--- config.mk ---
export PLATFORM = sky130hd
export DESIGN_NAME = memory_pipeline_unit
export DESIGN_NICKNAME = d
export VERILOG_FILES = /design/src/rtl/cpu_pkg.sv /design/src/rtl/memory_pipeline_unit_idecoder.sv /design/src/rtl/memory_pipeline_unit.sv
export SDC_FILE = /design/constraint.sdc
export NUM_CORES = 1
export LEC_CHECK = 0
export CORE_ASPECT_RATIO = 0.7
export CORE_MARGIN = 5
export CORE_UTILIZATION = 48
export CTS_CLUSTER_SIZE = 28
export DETAILED_ROUTE_END_ITERATION = 12
export GPL_TIMING_DRIVEN = 1
export PLACE_DENSITY = 0.86
export SLEW_MARGIN = 20
export SYNTH_ARGS = -nofsm -noshare
export SYNTH_HDL_FRONTEND = slang
export SYNTH_SLANG_ARGS = --single-unit
--- constraint.sdc ---
create_clock -name clk -period 2.7 [get_ports clk]
set_input_delay 0.54 -clock clk [delete_from_list [all_inputs] [get_ports clk]]
set_output_delay 0.54 -clock clk [all_outputs]
set_load 0.1 [all_outputs]
--- src/rtl/cpu_pkg.sv ---
// cpu_pkg: shared ARM32 pipeline constants, opcode classes and MEM-stage state type.
package cpu_pkg;
    localparam logic [31:0] NOP = 32'hE320F000;
    localparam logic [2:0] OPC_NOP   = 3'd0;
    localparam logic [2:0] OPC_DP    = 3'd1;
    localparam logic [2:0] OPC_LDR   = 3'd2;
    localparam logic [2:0] OPC_STR   = 3'd3;
    localparam logic [2:0] OPC_BR    = 3'd4;
    localparam logic [2:0] OPC_OTHER = 3'd5;
    typedef enum logic [0:0] {IDLE, ACCESS} mem_state_t;
endpackage

--- src/rtl/memory_pipeline_unit_idecoder.sv ---
// idecoder: classifies an ARM32 instruction word into a coarse opcode class.
module idecoder
    import cpu_pkg::*;
(
    input  logic [31:0] instr_i,
    output logic [2:0]  opcode_o
);
    // Single data transfer is bits[27:26]=01 with L (bit 20) selecting load vs store
    always_comb begin
        opcode_o = instr_i == NOP                ? OPC_NOP :
                   instr_i[27:26] == 2'b01       ? (instr_i[20] ? OPC_LDR : OPC_STR) :
                   instr_i[27:26] == 2'b00       ? OPC_DP :
                   instr_i[27:25] == 3'b101      ? OPC_BR : OPC_OTHER;
    end
endmodule

--- src/rtl/memory_pipeline_unit.sv ---
// memory_pipeline_unit: MEM stage with req/ack data-memory access, upstream stall and NOP bubbles.
// Optional forwarding outputs (fwd_valid/fwd_rd/fwd_data) are built when MEM_FWD_EN is defined.
module memory_pipeline_unit
    import cpu_pkg::*;
#(
    parameter int unsigned MAX_WAIT = 15
) (
    input  logic        clk,
    input  logic        rst_n,
    input  logic [31:0] instr_in,
    input  logic [31:0] alu_result_in,
    input  logic [31:0] store_data_in,
    output logic        mem_req,
    output logic        mem_we,
    output logic [31:0] mem_addr,
    output logic [31:0] mem_wdata,
    input  logic [31:0] mem_rdata,
    input  logic        mem_ack,
    output logic        stall_out,
    output logic [31:0] instr_out,
    output logic [31:0] wb_data_out,
    output logic        mem_err
`ifdef MEM_FWD_EN
    ,
    output logic        fwd_valid,
    output logic [3:0]  fwd_rd,
    output logic [31:0] fwd_data
`endif
);
    localparam int CW = $clog2(MAX_WAIT + 1);

    logic [31:0] instr_q, addr_q, sdata_q, instr_out_q, wb_q;
    logic [31:0] instr_out_d, wb_d;
    logic [CW-1:0] cnt_q, cnt_d;
    logic err_q, err_d;
    mem_state_t st_q, st_d;
    logic [2:0] opc;
    logic is_ldr, is_str, timeout;

    idecoder u_dec (.instr_i(instr_q), .opcode_o(opc));

    assign is_ldr    = opc == OPC_LDR;
    assign is_str    = opc == OPC_STR;
    assign mem_req   = is_ldr | is_str;
    assign mem_we    = is_str;
    assign mem_addr  = {addr_q[31:2], 2'b00};
    assign mem_wdata = sdata_q;
    // cnt_q counts request cycles already spent unacked; the MAX_WAIT-th one times out
    assign timeout   = mem_req & ~mem_ack & (st_q == ACCESS ? cnt_q >= CW'(MAX_WAIT - 1) : MAX_WAIT == 1);
    // A timed-out access releases the stall in its last cycle so the next instruction enters
    assign stall_out = mem_req & ~mem_ack & ~timeout;

    assign instr_out   = instr_out_q;
    assign wb_data_out = wb_q;
    assign mem_err     = err_q;

    always_comb begin
        st_d        = (mem_req && !mem_ack && !timeout) ? ACCESS : IDLE;
        cnt_d       = st_d == ACCESS ? cnt_q + CW'(1) : '0;
        instr_out_d = (!mem_req || mem_ack) ? instr_q : NOP;
        wb_d        = !mem_req ? addr_q : !mem_ack ? wb_q : is_ldr ? mem_rdata : addr_q;
        err_d       = err_q | timeout;
    end

    always_ff @(posedge clk or negedge rst_n) begin
        if (!rst_n) begin
            instr_q     <= NOP;
            addr_q      <= '0;
            sdata_q     <= '0;
            instr_out_q <= NOP;
            wb_q        <= '0;
            cnt_q       <= '0;
            err_q       <= 1'b0;
            st_q        <= IDLE;
        end else begin
            if (!stall_out) begin
                instr_q <= instr_in;
                addr_q  <= alu_result_in;
                sdata_q <= store_data_in;
            end
            instr_out_q <= instr_out_d;
            wb_q        <= wb_d;
            cnt_q       <= cnt_d;
            err_q       <= err_d;
            st_q        <= st_d;
        end
    end

`ifdef MEM_FWD_EN
    logic [2:0] out_opc;

    idecoder u_fwd_dec (.instr_i(instr_out_q), .opcode_o(out_opc));

    assign fwd_valid = out_opc == OPC_DP || out_opc == OPC_LDR;
    assign fwd_rd    = fwd_valid ? instr_out_q[15:12] : 4'd0;
    assign fwd_data  = wb_q;
`endif
endmodule
# Word level (Yosys, flattened, before mapping)
# Index checks and enable logic that the tools add are counted.
[word_totals] regBits=166 latchBits=0 ram_bits=0 rom_bits=0 input_bits=131 output_inout_bits=132 memories=0
[classes] addsub=1 mul=0 div_mod_pow=0 order_cmp=1 eq_ne=6 shift=0 mux=12 bitwise_logic=7 n_reduce_logical=7
[ops] cell="two-way mux 32 bit" n=4
[ops] cell="equality test 32 bit, second input constant" n=1
[ops] cell="two-way mux 3 bit" n=3
[ops] cell="equality test 3 x 2 -> 1 bit, second input constant" n=2
[ops] cell="adder 4 x 1 -> 4 bit, second input constant" n=1
[ops] cell="greater-or-equal comparator 4 bit, second input constant" n=1
[ops] cell="two-way mux 1 bit" n=4
[ops] cell="two-way mux 4 bit" n=1
[ops] cell="bitwise AND 1 bit" n=3
[ops] cell="equality test 3 bit, second input constant" n=1
[ops] cell="logical NOT 1 bit" n=3
[ops] cell="equality test 2 x 1 -> 1 bit, second input constant" n=1
[ops] cell="logical AND 1 bit" n=2
[ops] cell="logical NOT 2 bit" n=1
[ops] cell="!= test 2 x 1 -> 1 bit, second input constant" n=1
[ops] cell="NOT 1 bit" n=2
[ops] cell="OR 1 bit" n=2
[ops] cell="logical OR 1 bit" n=1

# Depth between registers and ports, before layout
# Gate-level depths: netlist of run 1.
[depth] ltp_word=13 mapped_depth=7

# Hierarchy
# A second synthesis of run 1 with hierarchy kept.
[unflattened] hier_cells=518 area_unflattened_um2=6722.7
[modules_own_cells] mod="memory_pipeline_unit" n_inst=1 cells_each=503 area_each_um2=6586.3 seq_area_each_um2=4179.0
[modules_own_cells] mod="idecoder" n_inst=1 cells_each=15 area_each_um2=136.4 seq_area_each_um2=0.0

# Worst setup path after synthesis of run 1
# Ideal clock, no wire load.
[synth_path] path_type="reg2out" startpoint="reg instr_q[27]" endpoint="out mem_we" arrival_time_ps=2522 required_time_ps=2160 path_slack_ps=-362 stages_incl_launch_ff=2 path_buffers=0 path_cell_list="dfrtp_1 nor3_1"
[synth_between] elab_chain_len=6 elab_cells_between_ends=9 classes_between="4 x eq/ne; 4 x mux; 1 x reduce/logical"
[synth_rtl] item="from (decl)" line_no="memory_pipeline_unit.sv:32" rtl="logic [31:0] instr_q, addr_q, sdata_q, instr_out_q, wb_q;"
[synth_rtl] item="from (signal assigned)" line_no="memory_pipeline_unit.sv:77" rtl="instr_q <= instr_in;"
[synth_rtl] item="equality test 3 bit" line_no="memory_pipeline_unit_idecoder.sv:13" rtl="instr_i[27:25] == 3'b101 ? OPC_BR : OPC_OTHER;"
[synth_rtl] item="two-way mux 1 bit" line_no="memory_pipeline_unit_idecoder.sv:13"
[synth_rtl] item="two-way mux 3 bit" line_no="memory_pipeline_unit_idecoder.sv:12" rtl="instr_i[27:26] == 2'b00 ? OPC_DP :"
[synth_rtl] item="two-way mux 3 bit" line_no="memory_pipeline_unit_idecoder.sv:11" rtl="instr_i[27:26] == 2'b01 ? (instr_i[20] ? OPC_LDR : OPC_STR) :"
[synth_rtl] item="two-way mux 3 bit (*)" line_no="memory_pipeline_unit_idecoder.sv:10" rtl="opcode_o = instr_i == NOP ? OPC_NOP :"
[synth_rtl] item="equality test 3 x 2 -> 1 bit (*)" line_no="memory_pipeline_unit.sv:43" rtl="assign is_str = opc == OPC_STR;"
[synth_rtl] item="to (decl)" line_no="memory_pipeline_unit.sv:14" rtl="output logic mem_we,"
# Every way passes the cells marked *; elsewhere a longest branch is shown, timed or not.

# Final worst setup path of run 1
[layout_path] startpoint="reg cnt_q[0]" endpoint="out stall_out"
[layout_between] elab_chain_len=5
[layout_rtl] item="from (decl)" line_no="memory_pipeline_unit.sv:34" rtl="logic [CW-1:0] cnt_q, cnt_d;"
[layout_rtl] item="from (signal assigned)" line_no="memory_pipeline_unit.sv:83" rtl="cnt_q <= cnt_d;"
[layout_rtl] item="greater-or-equal comparator 4 bit" line_no="memory_pipeline_unit.sv:49" rtl="assign timeout = mem_req & ~mem_ack & (st_q == ACCESS ? cnt_q >= CW'(MAX_WAIT - 1) : MAX_WAIT == 1);"
[layout_rtl] item="two-way mux 1 bit" line_no="memory_pipeline_unit.sv:49"
[layout_rtl] item="bitwise AND 1 bit" line_no="memory_pipeline_unit.sv:49"
[layout_rtl] item="NOT 1 bit" line_no="memory_pipeline_unit.sv:51" rtl="assign stall_out = mem_req & ~mem_ack & ~timeout;"
[layout_rtl] item="bitwise AND 1 bit" line_no="memory_pipeline_unit.sv:51"
[layout_rtl] item="to (decl)" line_no="memory_pipeline_unit.sv:19" rtl="output logic stall_out,"
# No other way between the ends.

==> metrics.md, run 1 <==
| Metric | Value |
|---|---|
| Status | `completed` |
| Ant diodes | `0` |
| Die extent in y | `110 um` |
| Sequential cell area | `between 4000 and 5000 um2` |
| Final setup vio count | `0` |
| Main synth FF type | `dfrtp_1` |
| Number of remaining DRC errors | `0` |
| Part of the power in registers | `37.8%` |
| Worst-case headroom to the max-slew limit | `roughly three fifths` |
| Die outline area | `16900 um2` |
| Required @ worst endpoint | `2.16 ns` |
| Synthesized area per cell | `14.8 um2` |
| Final setup TNS | `0 ns` |
| Most frequently used cell type in the post-synthesis netlist | `dfrtp_1` |
| Worst Setup Start Kind | `flop` |
| FF+latch count, synth | `166` |
| Number of enable flip-flop cells after synthesis | `0` |
| Area of the multi-input gates | `2300 um2` |
| Total wire length after detailed routing | `approximately 17 mm` |
| Sw Ratio | `39.6%` |
| Final Max Tran Viols | `0` |
| Power Internal | `4.63 mW` |
| Maximum VDD drop | `0.385 mV` |
| Remaining number of nets flagged by the antenna check after routing | `0` |
| Type of the worst setup path | `reg -> out` |
| Number of distinct library cell variants in the gate-level netlist after synthesis | `29` |
| Number of buffer cells added on primary ports | `260` |
| Total grt overflow | `0` |
| Share of the synthesized area in the top cell type | `52.9%` |
| Hold bufs inserted after CTS | `0` |
| Die width | `153 um` |
| Transition at the pin with the smallest max-transition slack | `0.595 ns` |
| Clk Tree Root Cell | `clkbuf_16` |
| Total instance count after detailed placement | `867` |
| Via count of the first global-routing pass | `~4800` |
| Final-layout worst hold slack | `0.0376 ns` |
| Most area-hungry cell type in the Yosys netlist | `dfrtp_1` |
| Buffers from clock root to sink, at most | `2` |
| Area inside the core boundary | `14000 um2` |
| # resized after CTS | `0` |
| Largest fanout on the critical path | `4` |
| Sw power | `3.03 mW` |
| Count of max-cap constraint violations | `0` |
| Detailed Routing Iterations Pass 1 | `4` |
| Async set-reset flop share out of synthesis | `100%` |
| Part of the power in the clock network | `28.4%` |
| Detailed Place HPWL | `12.0 mm` |
| Static Leak | `around 4.7 nW` |
| Count of standard-cell rows | `36` |
| TritonCTS clock tree | `done` |
| Beginning of the worst register-to-register path | `cnt_q[0]` |
| Clock latency at the later pin of the worst-skew pair | `~0.42 ns` |
| Initial core utilization | `49.3%` |
| Post-CTS Setup Bufs | `0` |
| Routed length per instance | `about 18 um` |
| Fill cell instance count of the final layout | `990` |
| Capture point of the worst reg-to-reg path | `addr_q[3]` |
| Sequential fraction of the synthesis area | `60.5%` |
| Shortest clock period the worst path allows after layout | `2.40 ns` |
| Highest achievable clock rate | `approximately 0.42 GHz` |
| Ratio of final minimum period to clock period | `88.7%` |
| Avg Vias per Cell | `4.83` |
| Count of pins on the block boundary | `263` |
| Global-route usage over all layers | `approximately a fifth` |
| Kind of capture point of the worst setup path | `output pin` |
| Placer Congestion | `0.818` |
| Type of the worst min-delay path | `in -> async` |
| Antenna violations before repair | `0` |
| Setup repair after global routing missed its margin | `no` |
| R2r worst-path depth | `6` |
| First DRT Iteration DRCs | `between 150 and 200` |
| Cell types with the largest area share after synthesis | `dfrtp_1 (53%), mux2_4 (17%), dfstp_2 (7.6%)` |
| Number of standard cells in the layout, taps in and fillers out | `899` |
| Most common library cells after synthesis | `dfrtp_1 (146), mux2_4 (80), buf_4 (36)` |
| Gate count of the mapped netlist | `468` |
| Share of layout cells above drive strength 1 | `roughly two fifths` |
| Clock transition at the registers of the reported paths | `0.06 ns` |
| PD cells | `~790 nW/um2` |
| Number of buffers inserted during clock tree synthesis | `17` |
| Final number of hold-violating endpoints | `0` |
| Num Clock Sinks | `166` |
| Fraction of power consumed by combinational cells | `33.7%` |
| Cell area after synthesis | `6900 um2` |
| Total of warnings raised by yosys | `0` |
| Final net count | `approximately 830` |
| Reg2Reg Setup Slack | `0.80 ns` |
| Synth-to-layout area growth | `40.0%` |
| Vias post-DR | `4338` |
| Number of levels the H-tree was split into | `4` |
| Arrival time worst endpoint | `roughly 1.9 ns` |
| Final setup skew | `0.0101 ns` |
| Largest net degree at the start of global routing | `96` |
| First-pass GRT wire length | `between 20 and 30 mm` |
[final cells by class]
cell class | count | area share, %
Tap cell | 190 | 2.46
Timing Repair Buffer | 266 | 24.8
Inverter | 4 | 0.155
Multi-Input combinational cell | 241 | 23.8
Sequential cell | 166 | 43.2
Clock inverter | 13 | 1.02
Clock buffer | 19 | 4.48
[power by group through the flow]
stage          Sequential, mW  Combinational, mW  Clock (mW)
2_1_floorplan            4.09              0.794           0
3_3_place_gp             2.93               2.57           0
5_1_grt                  2.93               2.67        2.35
4_1_cts                  2.90               2.61        2.25
3_5_place_dp             2.94               2.60           0
6_report                 2.90               2.59        2.18
[stage by stage]
step	power [mW]	setup WS, ns	area [um2]	util, %
after global placement	5.50	0.415	9130	65.2
after floorplan	4.88	0.361	6910	-
final	7.66	0.304	9660	69.0
after global routing	7.95	0.163	9660	69.0
after detailed placement	5.54	0.397	9130	65.2
after CTS	7.76	0.259	9660	69.0
[layout by cell type (no fill, tap or decap)]
cell	n
or2_2	10
o41ai_1	1
clkinvlp_4	2
clkinv_2	4
buf_6	1
buf_4	130
and2_1	1
o21ai_0	32
nand3_1	1
o2111ai_1	1
nor2_1	6
mux2i_1	32
clkinv_4	3
nor3b_4	1
xor2_1	1
clkbuf_16	17
dfrtp_1	146
inv_1	4
mux2_4	80
clkdlybuf4s50_1	129
conb_1	2
nand2_4	1
inv_6	3
nand3b_1	1
nor2b_1	20
nand2_1	32
xnor2_1	1
buf_12	6
dfstp_2	20
ha_1	2
mux2_1	4
inv_8	1
nor3_2	1
nand2b_1	1
clkbuf_1	2
mux2_2	10
[worst max-delay path by stage]
| stage | endpoint | start | slack [ns] |
|---|---|---|---|
| global placement | stall_out | mem_ack | 0.41 |
| finish | stall_out | cnt_q[0] | 0.30 |
| floorplan | stall_out | cnt_q[0] | 0.36 |
| detailed placement | stall_out | mem_ack | 0.40 |
| CTS | stall_out | cnt_q[0] | 0.26 |
| global route | stall_out | cnt_q[0] | 0.16 |
[metal layers]
metal,GRT usage [%],vias to the layer above,part of all wire (%)
met5,0,-,0
li1,-,1997,-
met2,32.3,182,49
met1,23.3,2136,40
met3,8.12,23,8.6
met4,8.00,0,2.1
[cells by family after synthesis]
family,count (synthesis),share of synthesized area (%)
AOI/OAI and AO/OA,34,2.57
xor gates and xnor gates,2,0.254
adders and majority gates,2,0.362
buffers and inverters,62,6.36
DFF,166,60.5
muxes,126,24.3
other,1,0.0543
and+or+nand+nor,75,5.55
[state kept, by name, summed over array words and instances, names as in the netlist]
register / count
st_q: 1
wb_data_out: 32
mem_err: 1
addr_q: 32
mem_wdata: 32
instr_q: 32
instr_out: 32
cnt_q: 4
[worst max-delay path, stage by stage, from the launching register on]
cell and delay (ns):
dfrtp_1 0.38, inv_1 0.06, ha_1 0.19, o2111ai_1 0.35, nand2_4 0.13, inv_1 0.14, buf_12 0.19
Note: power is estimated with default switching activity, not from simulation.
==> inputs of run 2 (changes only) <==
--- a/config.mk
+++ b/config.mk
@@ -5,6 +5,7 @@
 export SDC_FILE = /design/constraint.sdc
 export NUM_CORES = 1
 export LEC_CHECK = 0
+export ABC_CLOCK_PERIOD_IN_PS = 2700
 export CORE_ASPECT_RATIO = 0.7
 export CORE_MARGIN = 5
 export CORE_UTILIZATION = 48
==> results of run 2 <==
No change in the layout: final DEF, timing and power equal those of run 1.
